[src/rtl/uart_pkg.sv]
// rtl/uart_pkg.sv - shared types, constants and helpers for the buffered UART transmitter
package uart_pkg;

    localparam int UART_DATA_BITS = 8;
    localparam int UART_DIV_W     = 16;
    localparam logic UART_IDLE_LEVEL = 1'b1;

    typedef enum logic [2:0] {
        IDLE,
        START,
        DATA,
        PARITY,
        STOP
    } tx_state_t;

    // A divider of zero would never produce a bit boundary; run it at one clock per bit.
    function automatic logic [UART_DIV_W-1:0] eff_div(input logic [UART_DIV_W-1:0] d);
        return (d == '0) ? UART_DIV_W'(1) : d;
    endfunction

endpackage

[src/rtl/uart_tx_buf_if.sv]
// rtl/uart_tx_buf_if.sv - register-side write port and FIFO status of the UART transmit buffer
interface uart_tx_buf_if #(
    parameter int DEPTH      = 8,
    parameter int DATA_WIDTH = 8
);
    logic                   w_en;
    logic [DATA_WIDTH-1:0]  data_in;
    logic                   full;
    logic                   empty;
    logic                   overflow;
    logic [$clog2(DEPTH):0] cnt;

    modport master (
        output w_en, data_in,
        input  full, empty, overflow, cnt
    );

    modport slave (
        input  w_en, data_in,
        output full, empty, overflow, cnt
    );
endinterface

[src/rtl/uart_tx_shifter.sv]
// rtl/uart_tx_shifter.sv - frame FSM, bit-period counter and tx driver; UART_TX_PARITY_EN adds an even-parity bit
module uart_tx_shifter
    import uart_pkg::*;
(
    input  logic                      clk,
    input  logic                      rst_n,
    input  logic                      tx_en,
    input  logic [UART_DIV_W-1:0]     clk_div,
    input  logic                      ld_valid,
    output logic                      ld_ready,
    input  logic [UART_DATA_BITS-1:0] ld_data,
    output logic                      tx,
    output logic                      busy,
    output logic                      stop_done
);

    tx_state_t                 state;
    logic [UART_DIV_W-1:0]     div_q;
    logic [UART_DIV_W-1:0]     bit_cnt;
    logic [2:0]                bit_idx;
    logic [UART_DATA_BITS-1:0] shreg;
    logic                      bit_end;
    logic                      load;
    logic [UART_DIV_W-1:0]     new_div;

    assign bit_end   = (bit_cnt == '0);
    assign stop_done = (state == STOP) && bit_end;
    // Reloading straight out of STOP keeps back-to-back frames gapless.
    assign ld_ready  = tx_en && ((state == IDLE) || stop_done);
    assign load      = ld_valid && ld_ready;
    assign new_div   = eff_div(clk_div);
    assign busy      = (state != IDLE);

    always_ff @(posedge clk or negedge rst_n) begin
        if (!rst_n) begin
            state   <= IDLE;
            tx      <= UART_IDLE_LEVEL;
            div_q   <= UART_DIV_W'(1);
            bit_cnt <= '0;
            bit_idx <= '0;
            shreg   <= '0;
        end else if (load) begin
            state   <= START;
            tx      <= 1'b0;
            shreg   <= ld_data;
            div_q   <= new_div;
            bit_cnt <= new_div - UART_DIV_W'(1);
        end else begin
            case (state)
                IDLE: begin
                    tx <= UART_IDLE_LEVEL;
                end
                START: begin
                    if (bit_end) begin
                        state   <= DATA;
                        tx      <= shreg[0];
                        bit_idx <= '0;
                        bit_cnt <= div_q - UART_DIV_W'(1);
                    end else begin
                        bit_cnt <= bit_cnt - UART_DIV_W'(1);
                    end
                end
                DATA: begin
                    if (bit_end) begin
                        bit_cnt <= div_q - UART_DIV_W'(1);
                        if (bit_idx == 3'(UART_DATA_BITS - 1)) begin
`ifdef UART_TX_PARITY_EN
                            state <= PARITY;
                            tx    <= ^shreg;
`else
                            state <= STOP;
                            tx    <= 1'b1;
`endif
                        end else begin
                            bit_idx <= bit_idx + 3'd1;
                            tx      <= shreg[bit_idx + 3'd1];
                        end
                    end else begin
                        bit_cnt <= bit_cnt - UART_DIV_W'(1);
                    end
                end
`ifdef UART_TX_PARITY_EN
                PARITY: begin
                    if (bit_end) begin
                        state   <= STOP;
                        tx      <= 1'b1;
                        bit_cnt <= div_q - UART_DIV_W'(1);
                    end else begin
                        bit_cnt <= bit_cnt - UART_DIV_W'(1);
                    end
                end
`endif
                STOP: begin
                    if (bit_end) begin
                        state <= IDLE;
                    end else begin
                        bit_cnt <= bit_cnt - UART_DIV_W'(1);
                    end
                end
                default: begin
                    state <= IDLE;
                    tx    <= UART_IDLE_LEVEL;
                end
            endcase
        end
    end

endmodule

[src/rtl/uart_tx_buf.sv]
// rtl/uart_tx_buf.sv - transmit FIFO with overflow flag and drain-complete interrupt feeding the 8N1 shifter
module uart_tx_buf
    import uart_pkg::*;
#(
    parameter int DEPTH      = 8,
    parameter int DATA_WIDTH = 8
) (
    input  logic                  clk,
    input  logic                  rst_n,
    uart_tx_buf_if.slave          bus,
    input  logic                  tx_en,
    input  logic [UART_DIV_W-1:0] clk_div,
    output logic                  tx,
    output logic                  busy,
    output logic                  irq_request
);

    localparam int PTR_W = $clog2(DEPTH);
    localparam int CNT_W = PTR_W + 1;

    logic [DATA_WIDTH-1:0] mem [DEPTH];
    logic [PTR_W-1:0]      wr_ptr;
    logic [PTR_W-1:0]      rd_ptr;
    logic [CNT_W-1:0]      cnt;
    logic                  full;
    logic                  empty;
    logic                  overflow;
    logic                  push;
    logic                  pop;
    logic                  ld_ready;
    logic                  stop_done;

    assign full  = (cnt == CNT_W'(DEPTH));
    assign empty = (cnt == '0);
    assign push  = bus.w_en && !full;
    assign pop   = !empty && ld_ready;

    assign bus.full     = full;
    assign bus.empty    = empty;
    assign bus.overflow = overflow;
    assign bus.cnt      = cnt;

    always_ff @(posedge clk) begin
        if (push) begin
            mem[wr_ptr] <= bus.data_in;
        end
    end

    // DEPTH is a power of two, so the pointers wrap naturally.
    always_ff @(posedge clk or negedge rst_n) begin
        if (!rst_n) begin
            wr_ptr      <= '0;
            rd_ptr      <= '0;
            cnt         <= '0;
            overflow    <= 1'b0;
            irq_request <= 1'b0;
        end else begin
            if (push) begin
                wr_ptr <= wr_ptr + PTR_W'(1);
            end
            if (pop) begin
                rd_ptr <= rd_ptr + PTR_W'(1);
            end
            case ({push, pop})
                2'b10:   cnt <= cnt + CNT_W'(1);
                2'b01:   cnt <= cnt - CNT_W'(1);
                default: cnt <= cnt;
            endcase
            if (bus.w_en && full) begin
                overflow <= 1'b1;
            end
            // An empty FIFO at the end of a stop bit means nothing follows: the drain is complete.
            irq_request <= stop_done && empty;
        end
    end

    uart_tx_shifter u_shifter (
        .clk       (clk),
        .rst_n     (rst_n),
        .tx_en     (tx_en),
        .clk_div   (clk_div),
        .ld_valid  (!empty),
        .ld_ready  (ld_ready),
        .ld_data   (mem[rd_ptr]),
        .tx        (tx),
        .busy      (busy),
        .stop_done (stop_done)
    );

endmodule

[src/flat_wrapper.sv]
// flat-port wrapper written by rule: the top's interface ports become plain ports
module uart_tx_buf_flat import uart_pkg::*;
#(
    parameter int DEPTH      = 8,
    parameter int DATA_WIDTH = 8
)
  (clk, rst_n, tx_en, clk_div, tx, busy, irq_request, bus_w_en, bus_data_in, bus_full, bus_empty, bus_overflow, bus_cnt);
  uart_tx_buf_if #(.DEPTH(DEPTH), .DATA_WIDTH(DATA_WIDTH)) bus_i ();
  input  logic clk;
  input  logic rst_n;
  input  logic tx_en;
  input  logic [UART_DIV_W-1:0] clk_div;
  output logic tx;
  output logic busy;
  output logic irq_request;
  input wire logic [$bits(bus_i.w_en)-1:0] bus_w_en;
  input wire logic [$bits(bus_i.data_in)-1:0] bus_data_in;
  output wire logic [$bits(bus_i.full)-1:0] bus_full;
  output wire logic [$bits(bus_i.empty)-1:0] bus_empty;
  output wire logic [$bits(bus_i.overflow)-1:0] bus_overflow;
  output wire logic [$bits(bus_i.cnt)-1:0] bus_cnt;
  assign bus_i.w_en = bus_w_en;
  assign bus_i.data_in = bus_data_in;
  assign bus_full = bus_i.full;
  assign bus_empty = bus_i.empty;
  assign bus_overflow = bus_i.overflow;
  assign bus_cnt = bus_i.cnt;
  uart_tx_buf #(.DEPTH(DEPTH), .DATA_WIDTH(DATA_WIDTH)) u_core (.clk(clk), .rst_n(rst_n), .bus(bus_i), .tx_en(tx_en), .clk_div(clk_div), .tx(tx), .busy(busy), .irq_request(irq_request));
endmodule
[config.mk]
export PLATFORM = sky130hd
export DESIGN_NAME = uart_tx_buf_flat
export DESIGN_NICKNAME = d
export VERILOG_FILES = /design/src/rtl/uart_pkg.sv /design/src/rtl/uart_tx_buf_if.sv /design/src/rtl/uart_tx_shifter.sv /design/src/rtl/uart_tx_buf.sv /design/src/flat_wrapper.sv
export SDC_FILE = /design/constraint.sdc
export NUM_CORES = 1
export LEC_CHECK = 0
export BUFFER_PORTS_ARGS = -buffer_cell sky130_fd_sc_hd__buf_2
export CAP_MARGIN = 20
export CORE_ASPECT_RATIO = 2
export CORE_MARGIN = 2
export CORE_UTILIZATION = 55
export DETAILED_ROUTE_END_ITERATION = 12
export HOLD_SLACK_MARGIN = 0.03
export PLACE_DENSITY = 0.8
export SLEW_MARGIN = 20
export SYNTH_ARGS = -nofsm -noshare
export SYNTH_HDL_FRONTEND = slang
export SYNTH_SLANG_ARGS = --single-unit
[constraint.sdc]
create_clock -name clk -period 4 [get_ports clk]
set_input_delay 0 -clock clk [delete_from_list [all_inputs] [get_ports clk]]
set_output_delay 0 -clock clk [all_outputs]
set_load 0.01 [all_outputs]
==> results_dict.tcl, run 1 <==
set metrics [dict create \
    final-max-slew-violation-count 0 \
    netlist_area_um2 6100 \
    finalSetupTns_ns 0 \
    ys_seq_elements 123 \
    ant_nets 0 \
    clk_latency_ns 0.42 \
    grtUsageTotal 0.2711 \
    synthTopCellsByCount "90 x nand2_1, 64 x edfxtp_1, 57 x dfrtp_1, 41 x nor2_1, 24 x a21oi_1" \
    synth_xor_area_frac 0.05169 \
    hold_path.class "primary input to asynchronous set/reset pin" \
    place_ws_ns 1.036 \
    clock_power_share 0.322 \
    htree_levels 4 \
    hold_slack_ns 0.2588 \
    critPathRequiredTime_ns 4.34 \
    drt_pass1_iterations 5 \
    dpl.hpwl_um 10020 \
    crit_type "flop to flop" \
    dr_total_vias 4495 \
    antenna_found_initial 0 \
    leakage_nw 2.816 \
    max_freq_mhz 333.1 \
    cts_resized 0 \
    synthArstFlopShare 0.4797 \
    timing_hold_violations_final 0 \
    layout-drive-gt1-share 0.1746 \
    grt_first_pass_wirelength_um 24170 \
    yosys_warnings 0 \
    setup_viol 0 \
    power_frac_comb 0.241 \
    arrival_ns 3.34 \
    fillers 788 \
    synth_fp_nets 569 \
    grt_pass1_vias 4643 \
    max-clock-path-buffers 2 \
    p_switching_mw 1.645 \
    nets 633 \
    io_buffers 37 \
    drc 0 \
    coreArea_um2 10880 \
    synth_top_family_by_area "simple AND/OR/NAND/NOR gates" \
    slew_headroom 0.2666 \
    rows 54 \
    seq_power_share 0.437 \
    synth_mux_area_frac 0.08821 \
    power.density_nw_per_um2 667.6 \
    syn_to_final_growth_pct 19.04 \
    clkTransAtPathRegs_ns 0.06 \
    clock-sinks 123 \
    grt-ovfl-total 0 \
    grt_max_degree 60 \
    synth_area_leader_cell "edfxtp_1" \
    skew_ns 0.01265 \
    synth.distinct_cells 53 \
    synth-seq-area-share 0.5575 \
    start_util 0.5607 \
    power.internal_mw 3.202 \
    cts-root-buf "clkbuf_16" \
    synthTopCellsByArea "edfxtp_1 32%, dfrtp_1 23%, mux4_2 6.6%, nand2_1 5.5%, xnor2_1 3.3%" \
    finalWorstSetupSlack_ns 0.9979 \
    gp_congestion 0.9662 \
    wirelength_um 15110 \
    tritoncts "done" \
    period_minus_slack_ns 3.002 \
    multiInputGateArea_um2 2559 \
    ios 38 \
    cts_setup_buffers 0 \
    yosys.area_share.simple 0.1635 \
    die-width_um 78.47 \
    synth_most_common_cell "nand2_1" \
    worst_slew_pin_slew_ns 1.098 \
    synth_compound_area_frac 0.09190 \
    crit_fanout 30 \
    setup.worst_path.end_class "flop" \
    drv_cap 0 \
    ir_drop_mv 0.4740 \
    routed_via_density 6.017 \
    antenna-diode-count 0 \
    synth.avg_cell_area_um2 11.51 \
    synth_ff_type "edfxtp_1" \
    fin_total_pwr_mw 4.847 \
    die-area_um2 12000 \
    synth_top_cell_area_share 0.3151 \
    synthCells 530 \
    p_sw_frac 0.3394 \
    cts_buffers 17 \
    synth_edf_count 64 \
    die_h_um 152.9 \
    rsz0062_at_grt "no" \
    synth_adder_area_share 0.02256 \
    critPathLaunchType "flop" \
    fin_crit_sh 0.7505 \
    wl_per_cell_um 20.23 \
    register_area_um2 3402 \
    status "finished clean" \
    fin_util 0.6675 \
    drt-initial-drc-count 347 \
]
## power by group through the flow
stage	combinational, mW	clock (mW)	sequential, mW
3_3_place_gp	1.07	0	2.10
4_1_cts	1.18	1.56	2.12
2_1_floorplan	0.928	0	1.93
5_1_grt	1.28	1.62	2.16
6_report	1.17	1.56	2.12
3_5_place_dp	1.12	0	2.13
## path summary, 6_finish.rpt
kind                                        startpoint                   to  slack, ns  depth (start not counted)
max in group asynchronous                        rst_n     u_core.rd_ptr[0]       3.20                          3
max                        u_core.u_shifter.bit_cnt[0]    u_core.bus.cnt[2]        1.0                         12
min reg2reg                        u_core.bus.overflow  u_core.bus.overflow       0.46                          1
min                                              rst_n  u_core.bus.overflow       0.26                          3
min in group clk                              bus_w_en  u_core.bus.overflow       0.32                          3
max reg2reg                u_core.u_shifter.bit_cnt[0]    u_core.bus.cnt[2]        1.0                         12
## area by class of cell
type | instances | share of cell area
inverter | 11 | 0.005687
clock buffer | 17 | 0.05859
clock inverter | 15 | 0.02378
timing repair buffer | 68 | 0.06686
multi-input combinational | 373 | 0.3524
tap | 140 | 0.02413
sequential | 123 | 0.4686
## through the flow
step                      std cells  area, um^2
final                           747        7261
after global routing            747        7261
after CTS                       747        7259
after detailed placement        688        6391
after global placement          688        6391
after floorplan                 530        6100
## cells in the final DEF (no fill, tap or decap), drive strengths merged, types with 4 or more instances in the layout
cell and n:
a21oi 24, nor4 10, nand3 9, dfrtp 57, nor2b 4, nor3 15, nor3b 4, xnor2 23
edfxtp 64, a22oi 8, mux4 18, dlygate4sd3 27, nand2 90, buf 41, o221ai 6, xor2 13
nand2b 6, nand3b 5, nand4 6, or3 6, mux2i 11, or4 6, nor2 42, o21ai 28
ha 11, clkbuf 17, inv 21
## logic make-up (layout without fill, tap and decap cells)
| family | Yosys count | count (layout) |
|---|---|---|
| AO/OA/AOI/OAI | 87 | 87 |
| XOR/XNOR | 36 | 36 |
| adder cells (fa/ha/maj) | 11 | 11 |
| buffers and inverters | 34 | 111 |
| flip-flops | 123 | 123 |
| multiplexers | 31 | 31 |
| AND/OR/NAND/NOR | 208 | 208 |
## routing by layer
layer	part of all wire	vias up	wire length, um	global-route usage
met5	0	-	0	0
met4	0.053	0	806	0.1671
met3	0.036	58	549	0.05549
met2	0.57	160	8631	0.4979
met1	0.34	2202	5127	0.2710
li1	-	2075	-	-
## worst max-delay path, stage by stage, from the launching register on
cell and delay (ns):
dfrtp_1 0.39, inv_1 0.14, ha_1 0.17, nor3b_1 0.40, nand4_4 0.28, a21o_1 0.28, inv_2 0.07, buf_4 0.33
ha_1 0.26, a21oi_1 0.10, xor2_1 0.17, nor2_1 0.15, xor2_1 0.18
## sequential cells by signal, indices dropped and copies added (netlist names)
name,flops
u_core.mem,64
u_core.u_shifter.bit_cnt,16
u_core.u_shifter.div_q,16
u_core.u_shifter.shreg,8
u_core.bus.cnt,4
u_core.rd_ptr,3
u_core.u_shifter.bit_idx,3
u_core.u_shifter.state,3
u_core.wr_ptr,3
u_core.bus.overflow,1
u_core.irq_request,1
u_core.u_shifter.tx,1
## repair_timing
action | CTS | global route
hold buffers | 27 | 0
endpoints found under the hold margin | 151 | 0
endpoints found under the setup margin | 0 | 0
Power figures use the tool's default switching activity.
==> run 2, diff against run 1 <==
- clock period: 4 -> 2.9 ns (I/O delays scaled with it)
==> results_dict.tcl, run 2 (synthesis results as in run 1) <==
set metrics [dict create \
    status "finished clean" \
    cts-root-buf "clkbuf_16" \
    htree_levels 4 \
    syn_to_final_growth_pct 21.15 \
    routed_via_density 6.039 \
    drt-initial-drc-count 275 \
    ir_drop_mv 0.5927 \
    timing_hold_violations_final 0 \
    clkTransAtPathRegs_ns 0.06 \
    fillers 745 \
    nets 650 \
    dr_total_vias 4614 \
    clock-sinks 123 \
    grt-ovfl-total 0 \
    ios 38 \
    layout-drive-gt1-share 0.1987 \
    clk_latency_ns 0.42 \
    wirelength_um 15730 \
    setup.worst_path.end_class "flop" \
    r2r_cells 12 \
    coreArea_um2 10880 \
    antenna-diode-count 0 \
    max_freq_mhz 373.5 \
    r2r_start "u_core.u_shifter.bit_cnt[0]" \
    period_minus_slack_ns 2.678 \
    drc 0 \
    antenna_found_initial 0 \
    max-clock-path-buffers 2 \
    final-max-slew-violation-count 0 \
    grtUsageTotal 0.2858 \
    setup_viol 0 \
    hold_path.class "primary input to flop" \
    startpoint "clk_div[8]" \
    top_regs "u_core.mem (64), u_core.u_shifter.bit_cnt (16), u_core.u_shifter.div_q (16)" \
    cts_setup_buffers 0 \
    final_common_cell "nand2_1" \
    arrival_ns 2.98 \
    regMostFlops "u_core.mem" \
    skew_ns 0.008505 \
    gp_congestion 0.9228 \
    fin_crit_sh 0.9233 \
    holdCritStartpoint "tx_en" \
    leakage_nw 2.897 \
    grt_first_pass_wirelength_um 25180 \
    die-width_um 78.47 \
    power.density_nw_per_um2 910.1 \
    wl_per_cell_um 20.59 \
    dpl.hpwl_um 10770 \
    critPathRequiredTime_ns 3.20 \
    crit_type "primary input to flop" \
    grt_max_degree 50 \
    largest_reg_flops 64 \
    rsz0062_at_grt "no" \
    cts_buffers 17 \
    drt_pass1_iterations 5 \
    min_path_cells 4 \
    rows 54 \
    drv_cap 0 \
    post-place-cells 706 \
    fin_cells 764 \
    final_cell_mix "90 x nand2_1, 64 x edfxtp_1, 57 x dfrtp_1, 41 x nor2_1, 36 x buf_2" \
    finalSetupTns_ns 0 \
    io_buffers 37 \
    start_util 0.5607 \
    tritoncts "done" \
    worst_slew_pin_slew_ns 0.8939 \
    crit_fanout 6 \
    fin_util 0.6793 \
    multiInputGateArea_um2 2562 \
    critPathLaunchType "primary input" \
    die_h_um 152.9 \
    ant_nets 0 \
    slew_headroom 0.3995 \
    grt_pass1_vias 4969 \
    die-area_um2 12000 \
    register_area_um2 3401 \
]
==> run 2: metrics by stage <==
step	setup slack, ns	area, um^2	power (mW)	hold slack, ns
floorplan	0.004874	6113	3.955	-0.2956
global placement	0.4197	6530	4.466	0.2177
detailed placement	0.3577	6530	4.572	0.2247
CTS	0.3171	7387	6.727	0.09730
global route	0.03657	7390	7.054	0.08327
finish	0.2225	7390	6.726	0.1203
==> run 2: report_power, final <==
group	leakage, nW	switching (mW)	internal, mW	total (mW)
registers	1.31	0.525	2.33	2.85
logic	1.30	0.911	0.866	1.78
clock network	0.290	0.871	1.23	2.10
total	2.90	2.31	4.42	6.73
==> run 2: final timing paths <==
| kind | end | slack (ns) |
|---|---|---|
| setup / recovery | u_core.u_shifter.bit_cnt[14] | 0.22 |
| hold / removal | u_core.u_shifter.state[0] | 0.12 |
| setup reg to reg | u_core.bus.cnt[2] | 0.29 |
| hold reg to reg | u_core.bus.overflow | 0.45 |
| max in group asynchronous | u_core.u_shifter.bit_cnt[11] | 2.18 |
| min in group asynchronous | u_core.bus.cnt[0] | 0.14 |
==> run 2: cell type report <==
type	instances	share of cell area
clock buffers	17	0.05757
clock inverters	15	0.02320
inverters	11	0.005588
multi-input cells	373	0.3468
flip-flops and latches	123	0.4602
well taps	140	0.02370
repair buffers	85	0.08297
==> run 2: layer usage <==
metal	global-route usage	vias up	wire length, um
met2	0.5345	169	9140
met5	0	-	0
met4	0.1721	0	883
met1	0.2703	2265	5113
li1	-	2107	-
met3	0.06966	73	593
==> run 2: what timing repair did <==
action / in CTS / in global routing
resized for setup: 0 / 0
hold buffers: 26 / 0
endpoints found under the hold margin: 139 / 0
==> run 2: critical path, cell delays in order <==
cell and delay [ns]:
dlygate4sd3_1 0.52, buf_2 0.18, nor4_1 0.09, nand2_1 0.19, nor2_1 0.07, a21oi_1 0.17, ha_1 0.21, nor3b_1 0.40
nor2b_1 0.57, nand2_1 0.15, xnor2_1 0.15, a22oi_1 0.18, o21ai_1 0.09
==> run 3, diff against run 2 <==
- clock period: 2.9 -> 3 ns (I/O delays scaled with it)
==> results_dict.tcl, run 3 (synthesis results as in run 1) <==
set metrics [dict create \
    cp.buffers_inverters 1 \
    dr_total_vias 4577 \
    drc 0 \
    die-area_um2 12000 \
    syn_to_final_growth_pct 20.39 \
    antenna_found_initial 0 \
    grtUsageTotal 0.2705 \
    max_stage_delay_ns 0.70 \
    fillers 776 \
    hold_slack_ns 0.1607 \
    drt_pass1_iterations 5 \
    io_buffers 37 \
    crit_type "flop to flop" \
    r2r_start "u_core.bus.cnt[0]" \
    final_cell_mix "90 x nand2_1, 64 x edfxtp_1, 57 x dfrtp_1, 41 x nor2_1, 37 x buf_2" \
    nets 648 \
    period_minus_slack_ns 2.833 \
    max_freq_mhz 352.9 \
    setup_viol 0 \
    gp_congestion 0.8882 \
    antenna-diode-count 0 \
    grt_max_degree 52 \
    clk_latency_ns 0.43 \
    coreArea_um2 10880 \
    min_path_cells 4 \
    met1Wirelength_um 5125 \
    cts_buffers 17 \
    drt-initial-drc-count 343 \
    cp_top_family "simple AND/OR/NAND/NOR gates" \
    setup.worst_path.end_class "flop" \
    wl_per_cell_um 19.65 \
    fin_util 0.6751 \
    htree_levels 4 \
    route.met3.wl_um 553 \
    ant_nets 0 \
    cp.depth 11 \
    clkTransAtPathRegs_ns 0.06 \
    critPathRequiredTime_ns 3.33 \
    leakage_nw 2.870 \
    power.density_nw_per_um2 867.5 \
    largest_reg_flops 64 \
    die_h_um 152.9 \
    ir_drop_mv 0.7358 \
    top_regs "u_core.mem (64), u_core.u_shifter.bit_cnt (16), u_core.u_shifter.div_q (16)" \
    hold_path.class "primary input to flop" \
    worst_slew_pin_slew_ns 0.8263 \
    grt_pass1_vias 4763 \
    slowest_stage "or4_1" \
    slew_headroom 0.4440 \
    ios 38 \
    rows 54 \
    dpl-instance-area_um2 6492 \
    met2WireLength_um 8470 \
    arrival_ns 3.17 \
    finalSetupTns_ns 0 \
    timing_hold_violations_final 0 \
    status "finished clean" \
    max-clock-path-buffers 2 \
    top_layer "met4" \
    final_common_cell "nand2_1" \
    design_area_um2 7343 \
    r2r_cells 11 \
    layout-drive-gt1-share 0.1929 \
    grt-ovfl-total 0 \
    start_util 0.5607 \
    rsz0062_at_grt "no" \
    drv_cap 0 \
    regMostFlops "u_core.mem" \
    crit_path_frequent_cell "xor2_1" \
    critPathLaunchType "flop" \
    grt_first_pass_wirelength_um 24360 \
    startpoint "u_core.bus.cnt[0]" \
    final-max-slew-violation-count 0 \
    crit_fanout 7 \
    tritoncts "done" \
    cts-root-buf "clkbuf_16" \
    dpl.hpwl_um 10180 \
    routed_via_density 6.007 \
    wirelength_um 14970 \
    holdCritStartpoint "tx_en" \
    clock-sinks 123 \
    skew_ns 0.008997 \
    fin_crit_sh 0.9445 \
    path_cells "or4_1, nand3_1, a21o_1, inv_2, ha_1, xor2_1, ha_1, a21oi_1, xor2_1, nor2_1, xor2_1" \
    die-width_um 78.47 \
]
-- run 3: final cells by class --
type / instances / area (um^2) / share of cell area
inverters: 11 / 41.29 / 0.005623
repair buffers: 83 / 598.1 / 0.08144
multi-input cells: 373 / 2560 / 0.3486
well taps: 140 / 175.2 / 0.02385
clock inverters: 15 / 142.6 / 0.01942
clock buffers: 17 / 425.4 / 0.05793
flip-flops and latches: 123 / 3401 / 0.4631
-- run 3: repair_timing --
| item | in CTS | in global routing |
|---|---|---|
| endpoints found under the hold margin | 152 | 0 |
| buffers inserted | 0 | 1 |
| setup endpoints to repair | 0 | 3 |
| hold buffers | 27 | 0 |
| resized for setup | 0 | 1 |
-- run 3: worst min-delay path, cell delays in order --
cell and delay, ns:
buf_2 0.13, a21oi_1 0.20, a211o_1 0.15, a21oi_1 0.06
-- run 3: power by group --
| group | total, mW | switching, mW | leakage [nW] | internal, mW |
|---|---|---|---|---|
| sequential | 2.74 | 0.495 | 1.31 | 2.25 |
| clock | 1.97 | 0.865 | 0.273 | 1.10 |
| combinational | 1.66 | 0.844 | 1.29 | 0.818 |
| total | 6.37 | 2.20 | 2.87 | 4.17 |
-- run 3: worst paths after layout --
| check | endpoint | slack, ns |
|---|---|---|
| worst max-delay path | u_core.bus.cnt[2] | 0.17 |
| worst min-delay path | u_core.u_shifter.state[0] | 0.16 |
| worst max register to register | u_core.bus.cnt[2] | 0.17 |
| worst min register to register | u_core.bus.overflow | 0.46 |
| max in group asynchronous | u_core.bus.cnt[1] | 2.16 |
| min in group asynchronous | u_core.u_shifter.div_q[3] | 0.24 |
-- run 3: metal layers --
| layer | track usage | vias up |
|---|---|---|
| met2 | 0.4963 | 167 |
| met5 | 0 | - |
| met3 | 0.05254 | 53 |
| met1 | 0.2768 | 2254 |
| li1 | - | 2103 |
| met4 | 0.1587 | 0 |
-- run 3: through the flow --
step,setup WS [ns],power (mW),cells
6_report,0.1665,6.370,762
5_1_grt,0.07361,6.683,762
4_1_cts,0.01653,6.376,761
3_5_place_dp,0.05457,4.378,702
3_3_place_gp,0.2258,4.274,702
2_1_floorplan,0.01605,3.819,530
